File: config.mk
export PLATFORM = sky130hd
export DESIGN_NAME = seq_restoring_divider_flat
export DESIGN_NICKNAME = d
export VERILOG_FILES = /design/src/rtl/arith_pkg.sv /design/src/rtl/seq_restoring_divider_if.sv /design/src/rtl/seq_restoring_divider_div_step.sv /design/src/rtl/seq_restoring_divider.sv /design/src/flat_wrapper.sv
export SDC_FILE = /design/constraint.sdc
export NUM_CORES = 1
export LEC_CHECK = 0
export CORE_UTILIZATION = 24
export CTS_CLUSTER_DIAMETER = 50
export DETAILED_ROUTE_END_ITERATION = 7
export DONT_BUFFER_PORTS = 1
export PLACE_DENSITY_LB_ADDON = 0.3
export SYNTH_ARGS = -nofsm -noshare
export SYNTH_HDL_FRONTEND = slang
export SYNTH_SLANG_ARGS = --single-unit
File: constraint.sdc
create_clock -name clk -period 2.45 [get_ports clk]
set_input_delay 0.3675 -clock clk [delete_from_list [all_inputs] [get_ports clk]]
set_output_delay 0.3675 -clock clk [all_outputs]
set_load 0.1 [all_outputs]
File: src/rtl/arith_pkg.sv
// Shared arithmetic definitions for the filter-pipeline divider: FSM states,
// default widths and the divide-by-zero quotient value.
package arith_pkg;

  localparam int unsigned DIV_N_W = 8;
  localparam int unsigned DIV_D_W = 4;

  // Counter must hold N_W-1; keep at least one bit for degenerate widths.
  function automatic int unsigned div_cnt_w(input int unsigned n);
    return (n > 1) ? $clog2(n) : 1;
  endfunction

  localparam int unsigned DIV_CNT_W = div_cnt_w(DIV_N_W);

  localparam logic [DIV_N_W-1:0] DIV_Q_ONES = '1;

  typedef enum logic [1:0] {
    DIV_IDLE  = 2'd0,
    DIV_BUSY  = 2'd1,
    DIV_ROUND = 2'd2,
    DIV_DONE  = 2'd3
  } div_state_e;

endpackage

File: src/rtl/seq_restoring_divider_if.sv
// Operand and result valid/ready bundle for the restoring divider.
interface seq_restoring_divider_if import arith_pkg::*; #(
  parameter int unsigned N_W = DIV_N_W,
  parameter int unsigned D_W = DIV_D_W
) ();

  logic           in_valid;
  logic           in_ready;
  logic [N_W-1:0] dividend;
  logic [D_W-1:0] divisor;
  logic           out_valid;
  logic           out_ready;
  logic [N_W-1:0] quotient;
  logic [D_W-1:0] remainder;
  logic           div_by_zero;

  modport master (
    output in_valid, dividend, divisor, out_ready,
    input  in_ready, out_valid, quotient, remainder, div_by_zero
  );

  modport slave (
    input  in_valid, dividend, divisor, out_ready,
    output in_ready, out_valid, quotient, remainder, div_by_zero
  );

endinterface

File: src/rtl/seq_restoring_divider_div_step.sv
// One combinational restoring-division step: shift in the next dividend bit,
// trial-subtract the divisor, keep the difference when it does not go negative.
module div_step import arith_pkg::*; #(
  parameter int unsigned D_W = DIV_D_W
) (
  input  logic [D_W-1:0] p_in,
  input  logic           dvd_bit,
  input  logic [D_W-1:0] divisor,
  output logic [D_W-1:0] p_out,
  output logic           q_bit
);

  logic [D_W:0] p_shift;

  assign p_shift = {p_in, dvd_bit};
  assign q_bit   = (p_shift >= {1'b0, divisor});
  // The kept value is always below the divisor, so it fits D_W bits.
  assign p_out   = D_W'(q_bit ? (p_shift - {1'b0, divisor}) : p_shift);

endmodule

File: src/rtl/seq_restoring_divider.sv
// Iterative unsigned restoring divider, one quotient bit per clock.
// Define DIV_ROUND_EN to add a round-to-nearest cycle after the last step.
module seq_restoring_divider import arith_pkg::*; #(
  parameter int unsigned N_W = DIV_N_W,
  parameter int unsigned D_W = DIV_D_W
) (
  input logic              clk,
  input logic              aresetn,
  input logic              clear,
  seq_restoring_divider_if.slave bus
);

  localparam int unsigned CntW = div_cnt_w(N_W);

  div_state_e     state_q, state_d;
  logic [CntW-1:0] cnt_q, cnt_d;
  logic [D_W-1:0] p_q, p_d;
  logic [D_W-1:0] dvs_q, dvs_d;
  logic [N_W-1:0] sh_q, sh_d;
  logic [N_W-1:0] quot_q, quot_d;
  logic [D_W-1:0] rem_q, rem_d;
  logic           dbz_q, dbz_d;

  logic [D_W-1:0] step_p;
  logic           step_q;

  div_step #(
    .D_W (D_W)
  ) u_step (
    .p_in    (p_q),
    .dvd_bit (sh_q[N_W-1]),
    .divisor (dvs_q),
    .p_out   (step_p),
    .q_bit   (step_q)
  );

`ifdef DIV_ROUND_EN
  logic round_up;
  assign round_up = ({p_q, 1'b0} >= {1'b0, dvs_q});
`endif

  always_comb begin
    state_d = state_q;
    cnt_d   = cnt_q;
    p_d     = p_q;
    dvs_d   = dvs_q;
    sh_d    = sh_q;
    quot_d  = quot_q;
    rem_d   = rem_q;
    dbz_d   = dbz_q;
    if (clear) begin
      state_d = DIV_IDLE;
      cnt_d   = '0;
      p_d     = '0;
      dvs_d   = '0;
      sh_d    = '0;
      quot_d  = '0;
      rem_d   = '0;
      dbz_d   = 1'b0;
    end else begin
      unique case (state_q)
        DIV_IDLE: begin
          if (bus.in_valid) begin
            sh_d    = bus.dividend;
            dvs_d   = bus.divisor;
            p_d     = '0;
            cnt_d   = CntW'(N_W - 1);
            state_d = DIV_BUSY;
          end
        end
        DIV_BUSY: begin
          // A zero divisor spends exactly one BUSY cycle, then reports saturation.
          if (dvs_q == '0) begin
            quot_d  = '1;
            rem_d   = '0;
            dbz_d   = 1'b1;
            state_d = DIV_DONE;
          end else begin
            p_d   = step_p;
            sh_d  = {sh_q[N_W-2:0], step_q};
            cnt_d = cnt_q - 1'b1;
            if (cnt_q == '0) begin
`ifdef DIV_ROUND_EN
              state_d = DIV_ROUND;
`else
              quot_d  = {sh_q[N_W-2:0], step_q};
              rem_d   = step_p;
              dbz_d   = 1'b0;
              state_d = DIV_DONE;
`endif
            end
          end
        end
`ifdef DIV_ROUND_EN
        DIV_ROUND: begin
          quot_d  = (round_up && !(&sh_q)) ? (sh_q + 1'b1) : sh_q;
          rem_d   = p_q;
          dbz_d   = 1'b0;
          state_d = DIV_DONE;
        end
`endif
        DIV_DONE: begin
          if (bus.out_ready) begin
            state_d = DIV_IDLE;
          end
        end
        default: state_d = DIV_IDLE;
      endcase
    end
  end

  always_ff @(posedge clk or negedge aresetn) begin
    if (!aresetn) begin
      state_q <= DIV_IDLE;
      cnt_q   <= '0;
      p_q     <= '0;
      dvs_q   <= '0;
      sh_q    <= '0;
      quot_q  <= '0;
      rem_q   <= '0;
      dbz_q   <= 1'b0;
    end else begin
      state_q <= state_d;
      cnt_q   <= cnt_d;
      p_q     <= p_d;
      dvs_q   <= dvs_d;
      sh_q    <= sh_d;
      quot_q  <= quot_d;
      rem_q   <= rem_d;
      dbz_q   <= dbz_d;
    end
  end

  // Not ready while reset is held, even though the state already reads IDLE.
  assign bus.in_ready    = (state_q == DIV_IDLE) && aresetn;
  assign bus.out_valid   = (state_q == DIV_DONE);
  assign bus.quotient    = quot_q;
  assign bus.remainder   = rem_q;
  assign bus.div_by_zero = dbz_q;

endmodule

File: src/flat_wrapper.sv
// flat-port wrapper written by rule: the top's interface ports become plain ports
module seq_restoring_divider_flat import arith_pkg::*;
#(
  parameter int unsigned N_W = DIV_N_W,
  parameter int unsigned D_W = DIV_D_W
)
  (clk, aresetn, clear, bus_in_valid, bus_dividend, bus_divisor, bus_out_ready, bus_in_ready, bus_out_valid, bus_quotient, bus_remainder, bus_div_by_zero);
  seq_restoring_divider_if #(.N_W(N_W), .D_W(D_W)) bus_i ();
  input logic clk;
  input logic aresetn;
  input logic clear;
  input wire logic [$bits(bus_i.in_valid)-1:0] bus_in_valid;
  input wire logic [$bits(bus_i.dividend)-1:0] bus_dividend;
  input wire logic [$bits(bus_i.divisor)-1:0] bus_divisor;
  input wire logic [$bits(bus_i.out_ready)-1:0] bus_out_ready;
  output wire logic [$bits(bus_i.in_ready)-1:0] bus_in_ready;
  output wire logic [$bits(bus_i.out_valid)-1:0] bus_out_valid;
  output wire logic [$bits(bus_i.quotient)-1:0] bus_quotient;
  output wire logic [$bits(bus_i.remainder)-1:0] bus_remainder;
  output wire logic [$bits(bus_i.div_by_zero)-1:0] bus_div_by_zero;
  assign bus_i.in_valid = bus_in_valid;
  assign bus_i.dividend = bus_dividend;
  assign bus_i.divisor = bus_divisor;
  assign bus_i.out_ready = bus_out_ready;
  assign bus_in_ready = bus_i.in_ready;
  assign bus_out_valid = bus_i.out_valid;
  assign bus_quotient = bus_i.quotient;
  assign bus_remainder = bus_i.remainder;
  assign bus_div_by_zero = bus_i.div_by_zero;
  seq_restoring_divider #(.N_W(N_W), .D_W(D_W)) u_core (.clk(clk), .aresetn(aresetn), .clear(clear), .bus(bus_i));
endmodule
* After elaboration in Yosys (flattened, before gate mapping) *
Cells that the tools add are included.

word-level totals
  register bits = 34
  bits of input ports = 17
  output and inout bits = 15

operators by class
  add/sub/neg operators = 2
  mux-type cells = 34
  equal/unequal tests = 6
  reduce and logical (&&, ||, !) cells = 13
  order comparisons = 1

operators by type and width
  operator               number
  $mux W8                7
  $mux W4                11
  $pmux W8 S2            1
  $mux W2                5
  $mux W3                3
  $ne A3 B3 Y1 const B   3
  $pmux W4 S2            1
  $pmux W2 S3            1
  $pmux W3 S2            1
  $reduce_and A3 Y1      2
  $reduce_bool A2 Y1     3
  $reduce_bool A3 Y1     2
  $ge A5 B4 Y1           1
  $logic_not A4 Y1       1
  $mux W1                4
  $ne A4 B2 Y1 const B   1
  $reduce_and A2 Y1      2
  $sub A4 B4 Y4          1
  $logic_not A3 Y1       1
  $sub A3 B1 Y3 const B  1
  $eq A2 B1 Y1 const B   1
  $eq A2 B2 Y1 const B   1
  $logic_not A2 Y1       1
  $logic_and A1 B1 Y1    1

* Logic depth before layout (Yosys ltp) *
Gate-level depths: netlist of run 1.

  word-level depth = 6
  gate-level depth with buffers = 8

* Cells and area by module *
Synthesis of run 1 repeated with hierarchy kept, for this count alone.

unflattened totals
  cell total of the unflattened synthesis = 171
  area, all modules = 1881.8 um2

by module, submodules not included
  module                 area each (um2)  cells an instance  instances  sequential area each (um2)
  seq_restoring_divider  1657.8           143                1          850.8
  div_step               224.0            28                 1          0.0

* Worst setup path before layout of run 1 *
OpenSTA, ideal clock, no wires.

  path type = reg-to-output
  start point = reg u_core.state_q[1]
  end point = out bus_in_ready
  data arrival time = 2759 ps
  cell stages (with the launch flop) = 3
  slack = -676 ps
  buffers on the path = 1
  path through = dfrtp_1 > clkbuf_1 > nor3b_1

on the way
  cells in the longest elaborated chain, start to end = 2

RTL lines
  element                 RTL line                      source
  from (decl)             seq_restoring_divider.sv:15   div_state_e state_q, state_d;
  from (signal assigned)  seq_restoring_divider.sv:123  state_q <= state_d;
  $logic_not A2 Y1        seq_restoring_divider.sv:135  assign bus.in_ready = (state_q == DIV_IDLE) && aresetn;
  $logic_and A1 B1 Y1     seq_restoring_divider.sv:135
  to (decl)               flat_wrapper.sv:16            output wire logic [$bits(bus_i.in_ready)-1:0] bus_in_ready;

No other way between the ends.

* Final worst setup path of run 1 *
  start point = reg u_core.dvs_q[0]
  end point = reg u_core.rem_q[0], in the netlist u_core.bus.remainder[0]

on the way
  cells in the longest elaborated chain, start to end = 6
  elaborated cells between the ends (all ways) = 10
  classes of those cells = add/sub (1); order compare (1); mux (5); reduce/logical (3)

RTL lines
  element                                               RTL line                                                                    source
  from (decl)                                           seq_restoring_divider.sv:18                                                 logic [D_W-1:0] dvs_q, dvs_d;
  from (signal assigned)                                seq_restoring_divider.sv:126                                                dvs_q <= dvs_d;
  $sub A4 B4 Y4 / $ge A5 B4 Y1 (equally long branches)  seq_restoring_divider_div_step.sv:18, seq_restoring_divider_div_step.sv:16
  $mux W4                                               seq_restoring_divider_div_step.sv:18                                        assign p_out = D_W'(q_bit ? (p_shift - {1'b0, divisor}) : p_shift);
  $mux W4                                               seq_restoring_divider.sv:82                                                 if (cnt_q == '0) begin
  $mux W4                                               seq_restoring_divider.sv:73                                                 if (dvs_q == '0) begin
  $mux W4                                               seq_restoring_divider.sv:61                                                 unique case (state_q)
  $mux W4                                               seq_restoring_divider.sv:51                                                 if (clear) begin
  to (signal assigned)                                  seq_restoring_divider.sv:129                                                rem_q <= rem_d;
  to (decl)                                             seq_restoring_divider.sv:21                                                 logic [D_W-1:0] rem_q, rem_d;

Several ways; a longest one is shown, not always the timed one. The select of a mux whose other input is x is not followed.
A chain may end at the register's enable or synchronous reset.

==> out/summary.md, run 1 <==
The slowest stage of the critical path is the sky130_fd_sc_hd__dfrtp_1 cell. In this run the vertical extent of the chip is 86.9 um. The CTS clock-pin slew for the worst setup and hold paths works out to 0.08 ns.

The data required time of the critical path was 2.64 ns. The sequential element share of the synthesized area is 0.492. TritonCTS built the clock tree. Cell depth of the worst hold path: 1. The power density over cell area was 788 mW/mm2. The tools report the final total power as 1.58 mW. The library cell with the largest summed area after synthesis is sky130_fd_sc_hd__dfrtp_1.

The tools report the H-tree depth as 2. Along the worst path, the maximum fanout reaches 5. The primary flip-flop cell chosen by synthesis mapping was sky130_fd_sc_hd__dfrtp_1.

The first TritonRoute pass finished after 4 iterations. The number of hold buffers added after cts was 2. The fmax was 493 MHz.

Via count of the first global-routing pass: 1395. In this run the deepest clock path goes through 2 buffers. The run finished with clean final reports. Max-cap violations in this run came to 0.

In this run the cell area of the synthesized design comes to 0.00173 mm2. By area the synthesized netlist is led by sky130_fd_sc_hd__dfrtp_1 49%, sky130_fd_sc_hd__nor2_1 8.7%, sky130_fd_sc_hd__a221o_1 4.6%. Type of the most critical hold path: input port to flop. The tools report the starting utilization of the core area as 0.252.

The worst setup path is captured at a flop. The tools report the total routing usage reported by global routing as 0.123. In this run the horizontal extent of the chip is 86.9 um.

The worst path in the final design needs a cycle of 2.03 ns, including I/O delays and setup. The count of cell types in the netlist is 38. The repair_antennas step left the layout with diodes totalling 0. After detailed routing, the average wire length per cell comes to 14.2 um. The number of synthesized flops with an enable pin is 0, and the residual antenna-violating net count after detailed routing is 0. The dominant delay contributor by cell family on the critical path is compound AO/OA/AOI/OAI gates.

Async set-reset flop share out of synthesis: 1.00. Averaged over all synthesized cells, the footprint is 9.55 um2. In the synthesized netlist, the cells that appear most often are 40 x sky130_fd_sc_hd__nor2_1, 34 x sky130_fd_sc_hd__dfrtp_1, 15 x sky130_fd_sc_hd__nand2_1.

The most instantiated library cell after synthesis was sky130_fd_sc_hd__nor2_1. The tools report the I/O pin total as 32. Relative to the synthesized area, the layout overhead comes to 15.9%. In the final layout, flip-flops and latches occupy 851 um2. Yosys printed 0 warnings. The depth of the worst register-to-register path was 6. For the residual overflow from global routing, the log shows 0. The logs give 181 for the count of mapped cells out of synthesis and 0.428 ns for the worst slack at placement.

Counting every net in the synthesized netlist gives 205. The clock net in this run drives a total of 34 sinks. CTS placed an instance of sky130_fd_sc_hd__clkbuf_8 at the clock tree root. At the end of routability-driven placement, the weighted congestion stood at 0.779. The transition at the pin with the smallest max-transition slack came out at 1.03 ns. Setup violations remaining at the end of the flow were counted as 0.

The final worst-path setup slack was 0.423 ns. Setup repair after global routing left no endpoint under its margin. Multi-input logic area: 805 um2. Input and output buffers added on the ports amount to 0.

The logs give 0 for the post-CTS setup repair buffer count and 0.891 nW for the static leakage. The worst-skew pair later-pin latency came out at 0.30 ns. The share of the synthesized area in the top cell type is 0.492, and the worst IR drop on VDD is 0.545 mV. In the final timing run, aggregate negative setup slack is 0 ns. Number of core rows: 30. The floorplan die area was 0.00754 mm2. The via count normalized by instance count was 4.57; the fill cell total of the finished layout was 718.

The worst setup path is of the flop to flop kind. The run gives 1307 as the total via count in the routed design. For this run, the slowest stage of the critical path takes 0.43 ns.

The final layout contains 213 nets. Entering global routing, the biggest net connects 35 pins. The number of design-rule violations left by the first detailed-router iteration was 67; the total DRC errors in the routed layout was 0. Traced cell by cell, the critical path runs through ha_1, nand2b_1, a211oi_1, o21ai_1, mux2i_1, a22o_1. The post-CTS resize count came out at 0.

The number of failing hold endpoints at the final stage came out at 0. The estimated wirelength of the detail-placed design is 2.89 mm. The share of cells above drive strength 1 came out at 0.126. STA classifies the critical path startpoint as a flop. The number of clock buffers added by TritonCTS is 5.

The number of antenna violations at the first check in global routing is 0, and the final worst-path cycle share is 0.827. The number of cells on the critical path is 6, and the total wire length after detailed routing is 4.06 mm. The logs give 0.307 for the worst relative slew slack and 0.00687 mm2 for the floorplan core area.

The arrival time at the worst endpoint came out at 2.22 ns. Between clock sinks in the finished design, the worst skew comes to 0.00760 ns. The critical path contains buffers and inverters numbering 0 combined.

The final-report max-slew violation count was 0; the count of state elements after synthesis was 34. The run gives 6.87 mm as the wire length of the first global-routing pass.
-- through the flow --
stage | hold WS [ns] | std cells | cell area, um2 | util
after floorplan | 0.0719 | 181 | 1730 | -
after global placement | 0.0731 | 276 | 1880 | 0.273
after detailed placement | 0.0727 | 276 | 1880 | 0.273
after CTS | 0.121 | 286 | 2000 | 0.291
after global routing | 0.116 | 286 | 2000 | 0.291
final | 0.130 | 286 | 2000 | 0.291
-- sequential cells by signal (all words and copies together) (netlist names) --
name                    cells
u_core.bus.quotient         8
u_core.sh_q                 8
u_core.bus.remainder        4
u_core.dvs_q                4
u_core.p_q                  4
u_core.cnt_q                3
u_core.state_q              2
u_core.bus.div_by_zero      1
-- report_power, final --
part | switching [mW] | internal (mW) | leakage [nW]
Combinational | 0.198 | 0.126 | 0.389
Clock | 0.227 | 0.226 | 0.0472
Sequential | 0.189 | 0.613 | 0.455
-- cell families (layout without fill, tap and decap cells) --
group | Yosys count | in the layout | synth area share
AND/OR/NAND/NOR | 79 | 79 | 0.217
AO/OA/AOI/OAI | 37 | 37 | 0.159
flip-flops | 34 | 34 | 0.492
buffers and inverters | 19 | 28 | 0.0485
adder cells (fa/ha/maj) | 7 | 7 | 0.0550
multiplexers | 4 | 4 | 0.0232
XOR/XNOR | 1 | 1 | 0.00507
-- worst paths after layout --
kind / from / to / slack (ns)
min in group asynchronous: aresetn / u_core.cnt_q[0] / 0.50
max in group asynchronous: aresetn / u_core.cnt_q[2] / 1.76
setup / recovery: u_core.dvs_q[0] / u_core.bus.remainder[0] / 0.42
hold / removal: clear / u_core.bus.quotient[0] / 0.13
setup reg to reg: u_core.dvs_q[0] / u_core.bus.remainder[0] / 0.42
hold reg to reg: u_core.sh_q[7] / u_core.sh_q[7] / 0.52
-- layout make-up --
type                       instances  share of cell area
timing repair buffer              11              0.0487
clock inverter                     2             0.00625
tap                               96              0.0600
multi-input combinational        128               0.402
clock buffer                       6              0.0413
sequential                        34               0.425
inverter                           9              0.0169
-- per-layer routing --
layer | GRT usage | wire length, um
met5 | 0 | 0
met4 | 0.0455 | 53
met3 | 0.0398 | 239
met2 | 0.185 | 1800
met1 | 0.164 | 1970
-- cells in the final DEF (no fill, tap or decap), drive strengths merged, types with 3 or more instances in the layout --
master,Yosys,layout
a221o,8,8
o21ai,8,8
a21oi,6,6
inv,9,9
nand3,3,3
buf,6,10
a22o,4,4
nor2,41,41
mux2i,4,4
nor3,10,10
ha,6,6
nand2,15,15
dfrtp,34,34
clkbuf,4,6
Note: power is estimated with default switching activity, not from simulation.
==> inputs of run 2 (changes only) <==
==> constraint.sdc (replaced) <==
create_clock -name clk -period 2.1 [get_ports clk]
set_input_delay 0.315 -clock clk [delete_from_list [all_inputs] [get_ports clk]]
set_output_delay 0.315 -clock clk [all_outputs]
set_load 0.1 [all_outputs]
==> run 2 against run 1 <==
Against the previous run: clock skew about the same; critical path depth unchanged; sequential power decreased by 4.0%; flip-flop and latch count stayed put; die area unchanged; highest routed layer unchanged.
==> out/summary.md, run 2 (synthesis results as in run 1) <==
The run finished with clean final reports. The run gives 6.66 mm (-3.0%) as the wire length of the first global-routing pass. The fmax was 516 MHz (+4.5%); the fraction of power consumed by sequential logic was 0.394 (-0.114). Most common cell after layout, fill and taps aside: sky130_fd_sc_hd__nor2_1.

From synthesis to final layout, the design area changed by 21.3%. The floorplan core area was 0.00687 mm2 (unchanged); the wire length per cell was 13.8 um (-2.7%). The height of the chip came out at 86.9 um (unchanged). The logs give 4 (unchanged) for the number of iterations in the first detailed-routing pass and 0 (unchanged) for the final setup violation count.

The tools report the floorplan die area as 0.00754 mm2 (unchanged). Total routing usage reported by global routing: 0.118 (-0.00454). The number of I/O port buffers was 0 (unchanged). The maximum buffer depth of the clock tree is 2 (unchanged), and the final worst-path cycle share is 0.924 (+0.0963). Setup repair after global routing left no endpoint under its margin. The buffer and inverter count on the worst path is 0 (unchanged), and the data required time of the critical path is 2.27 ns (-0.37 ns). Delay contributed by the slowest stage of the critical path: 0.42 ns (about the same).

Estimated wirelength of the detail-placed design: 2.86 mm (-0.96%). The tools report the worst IR drop on VDD as 0.481 mV (-12%). TritonCTS built the clock tree.

The setup slack on the worst flop-to-flop path was 0.16 ns (-0.26 ns); the residual overflow from global routing was 0 (unchanged). Largest net degree at the start of global routing: 35 (unchanged). H-tree depth: 2 (unchanged). The critical-path cell with the highest stage delay is sky130_fd_sc_hd__dfrtp_1. The run gives 0.00739 ns (-0.000206 ns) as the worst clock skew on the final layout. The number of max-capacitance violations reported was 0 (unchanged).

The final total power is 1.95 mW (+23%). The nature of the critical path startpoint was a flop. The number of core rows is 30 (unchanged). The number of failing hold endpoints at the final stage was 0 (unchanged); the via count of the first global-routing pass was 1293 (-7.3%).

Number of hold buffers added after cts: 2 (unchanged). Number of sinks driven by the clock tree: 34 (unchanged). The internal power is 1.25 mW (+30%), and the final RePlAce weighted congestion is 0.828 (+6.3%). The end of the worst register-to-register path is u_core.bus.remainder[0]. The startpoint identified for the worst register-to-register timing path is u_core.dvs_q[0]. The logs give 0.698 mW (+14%) for the power dissipated by switching net loads and 0 ns (unchanged) for the setup TNS after final layout.

The tools report the final-report max-slew violation count as 0 (unchanged). STA classifies the critical path endpoint as a flop. The run gives 224 (+5.2%) as the number of nets in the layout. For the total via count in the routed design, the log shows 1344 (+2.8%).

The run gives 0.955 nW (+7.1%) as the static leakage. The cell depth of the worst hold path was 1 (unchanged). The residual antenna-violating net count after detailed routing came out at 0 (unchanged). The share of cells above drive strength 1 was 0.164 (+0.0379); the CTS clock-pin slew for the worst setup and hold paths was 0.07 ns (about the same). The I/O pin total was 32 (unchanged); the largest driver fanout on the critical path was 5 (unchanged). The transition at the pin with the smallest max-transition slack works out to 1.06 ns (+0.0246 ns).

Traced cell by cell, the critical path runs through ha_1, nand2b_1, a211oi_1, o21ai_1, mux2i_1, a22o_1. The number of antenna violations at the first check in global routing came out at 0 (unchanged). The run gives 0.291 (-0.0165) as the worst relative slew slack.

The post-CTS setup repair buffer count was 0 (unchanged); the antenna diode count was 0 (unchanged). For hold timing, the worst endpoint is u_core.dvs_q[0]. The setup path with the least slack is of type flop to flop. The depth of the worst register-to-register path works out to 6 (unchanged).

The via count normalized by instance count is 4.53 (-0.98%). For the total wire length after detailed routing, the log shows 4.11 mm (+1.1%). The arrival time at the worst endpoint came out at 2.11 ns (-0.11 ns). Cell chosen for the clock root: sky130_fd_sc_hd__clkbuf_8.

For the post-CTS resize count, the log shows 0 (unchanged). The power density over cell area works out to 930 mW/mm2 (+18%). The library cells used most frequently in the layout, excluding fill and tap cells, are 40 x sky130_fd_sc_hd__nor2_1, 34 x sky130_fd_sc_hd__dfrtp_1, 20 x sky130_fd_sc_hd__buf_4, 15 x sky130_fd_sc_hd__nand2_1, 10 x sky130_fd_sc_hd__nor3_1. The logs give 0.305 (+0.018) for the part of the total power dissipated in the clock network and 5 (unchanged) for the TritonCTS buffer count. The min-delay analysis places its worst path in the category input port to flop. Starting utilization of the core area: 0.252 (unchanged). In this run the most critical hold path is launched from clear.

The number of design-rule violations left by the first detailed-router iteration came out at 69 (+3.0%). Among cell families on the critical path, the largest total delay comes from compound AO/OA/AOI/OAI gates. The portion of total power attributed to combinational logic was 0.301 (+0.096); the final critical path time including I/O delays and setup was 1.94 ns (-0.0873 ns).

The die boundary width was 86.9 um (unchanged); the total DRC errors in the routed layout was 0 (unchanged). The worst-skew pair later-pin latency was 0.29 ns (about the same); the switching share of power was 0.358 (-0.0303).
run 2: changes by cell type in the layout (fill, tap and decap cells not counted):
cell | before | now
sky130_fd_sc_hd__clkbuf_1 | 0 | 2
sky130_fd_sc_hd__clkinvlp_4 | 1 | 0
sky130_fd_sc_hd__buf_4 | 9 | 20
sky130_fd_sc_hd__bufinv_16 | 0 | 1
sky130_fd_sc_hd__clkbuf_8 | 6 | 5
sky130_fd_sc_hd__clkinv_2 | 1 | 0
run 2: per-stage QoR:
stage | cells | utilization | area, um2 | hold slack (ns) | setup WS (ns)
after floorplan | 181 | - | 1730 | 0.0194 | 0.0156
after global placement | 287 | 0.285 | 1960 | 0.0205 | 0.219
after detailed placement | 287 | 0.285 | 1960 | 0.0204 | 0.147
after CTS | 297 | 0.305 | 2100 | 0.0791 | 0.122
after global routing | 297 | 0.305 | 2100 | 0.0739 | 0.0482
final | 297 | 0.305 | 2100 | 0.0862 | 0.160
run 2: worst max-delay path by stage:
stage / start / cells past startpoint / slack [ns] / endpoint
global route: u_core.dvs_q[2] / 6 / 0.05 / u_core.p_q[1]
CTS: u_core.dvs_q[0] / 6 / 0.12 / u_core.bus.remainder[0]
floorplan: u_core.state_q[1] / 2 / 0.02 / bus_in_ready
global placement: u_core.dvs_q[0] / 6 / 0.22 / u_core.bus.remainder[0]
finish: u_core.dvs_q[0] / 6 / 0.16 / u_core.bus.remainder[0]
detailed placement: u_core.dvs_q[0] / 6 / 0.15 / u_core.bus.remainder[0]
run 2: layout make-up:
cell class,instances,area (um2)
Clock buffer,7,76.3
Clock inverter,1,30.0
Fill cell,713,4770
Inverter,9,33.8
Multi-Input combinational cell,128,805
Sequential cell,34,851
Tap cell,96,120
Timing Repair Buffer,22,180
run 2: power by group through the flow:
stage | clock network [mW] | registers, mW | logic [mW]
global route | 0.638 | 0.777 | 0.633
global placement | 0 | 0.781 | 0.566
finish | 0.594 | 0.769 | 0.586
detailed placement | 0 | 0.781 | 0.571
CTS | 0.607 | 0.769 | 0.592
floorplan | 0 | 0.948 | 0.285
run 2: layer usage:
metal  GRT usage  wire length [um]  vias to the layer above
met5           0                 0                        -
li1            -                 -                      667
met4      0.0455                46                        0
met2       0.170              1780                       34
met1       0.165              2070                      638
met3      0.0360               205                        5
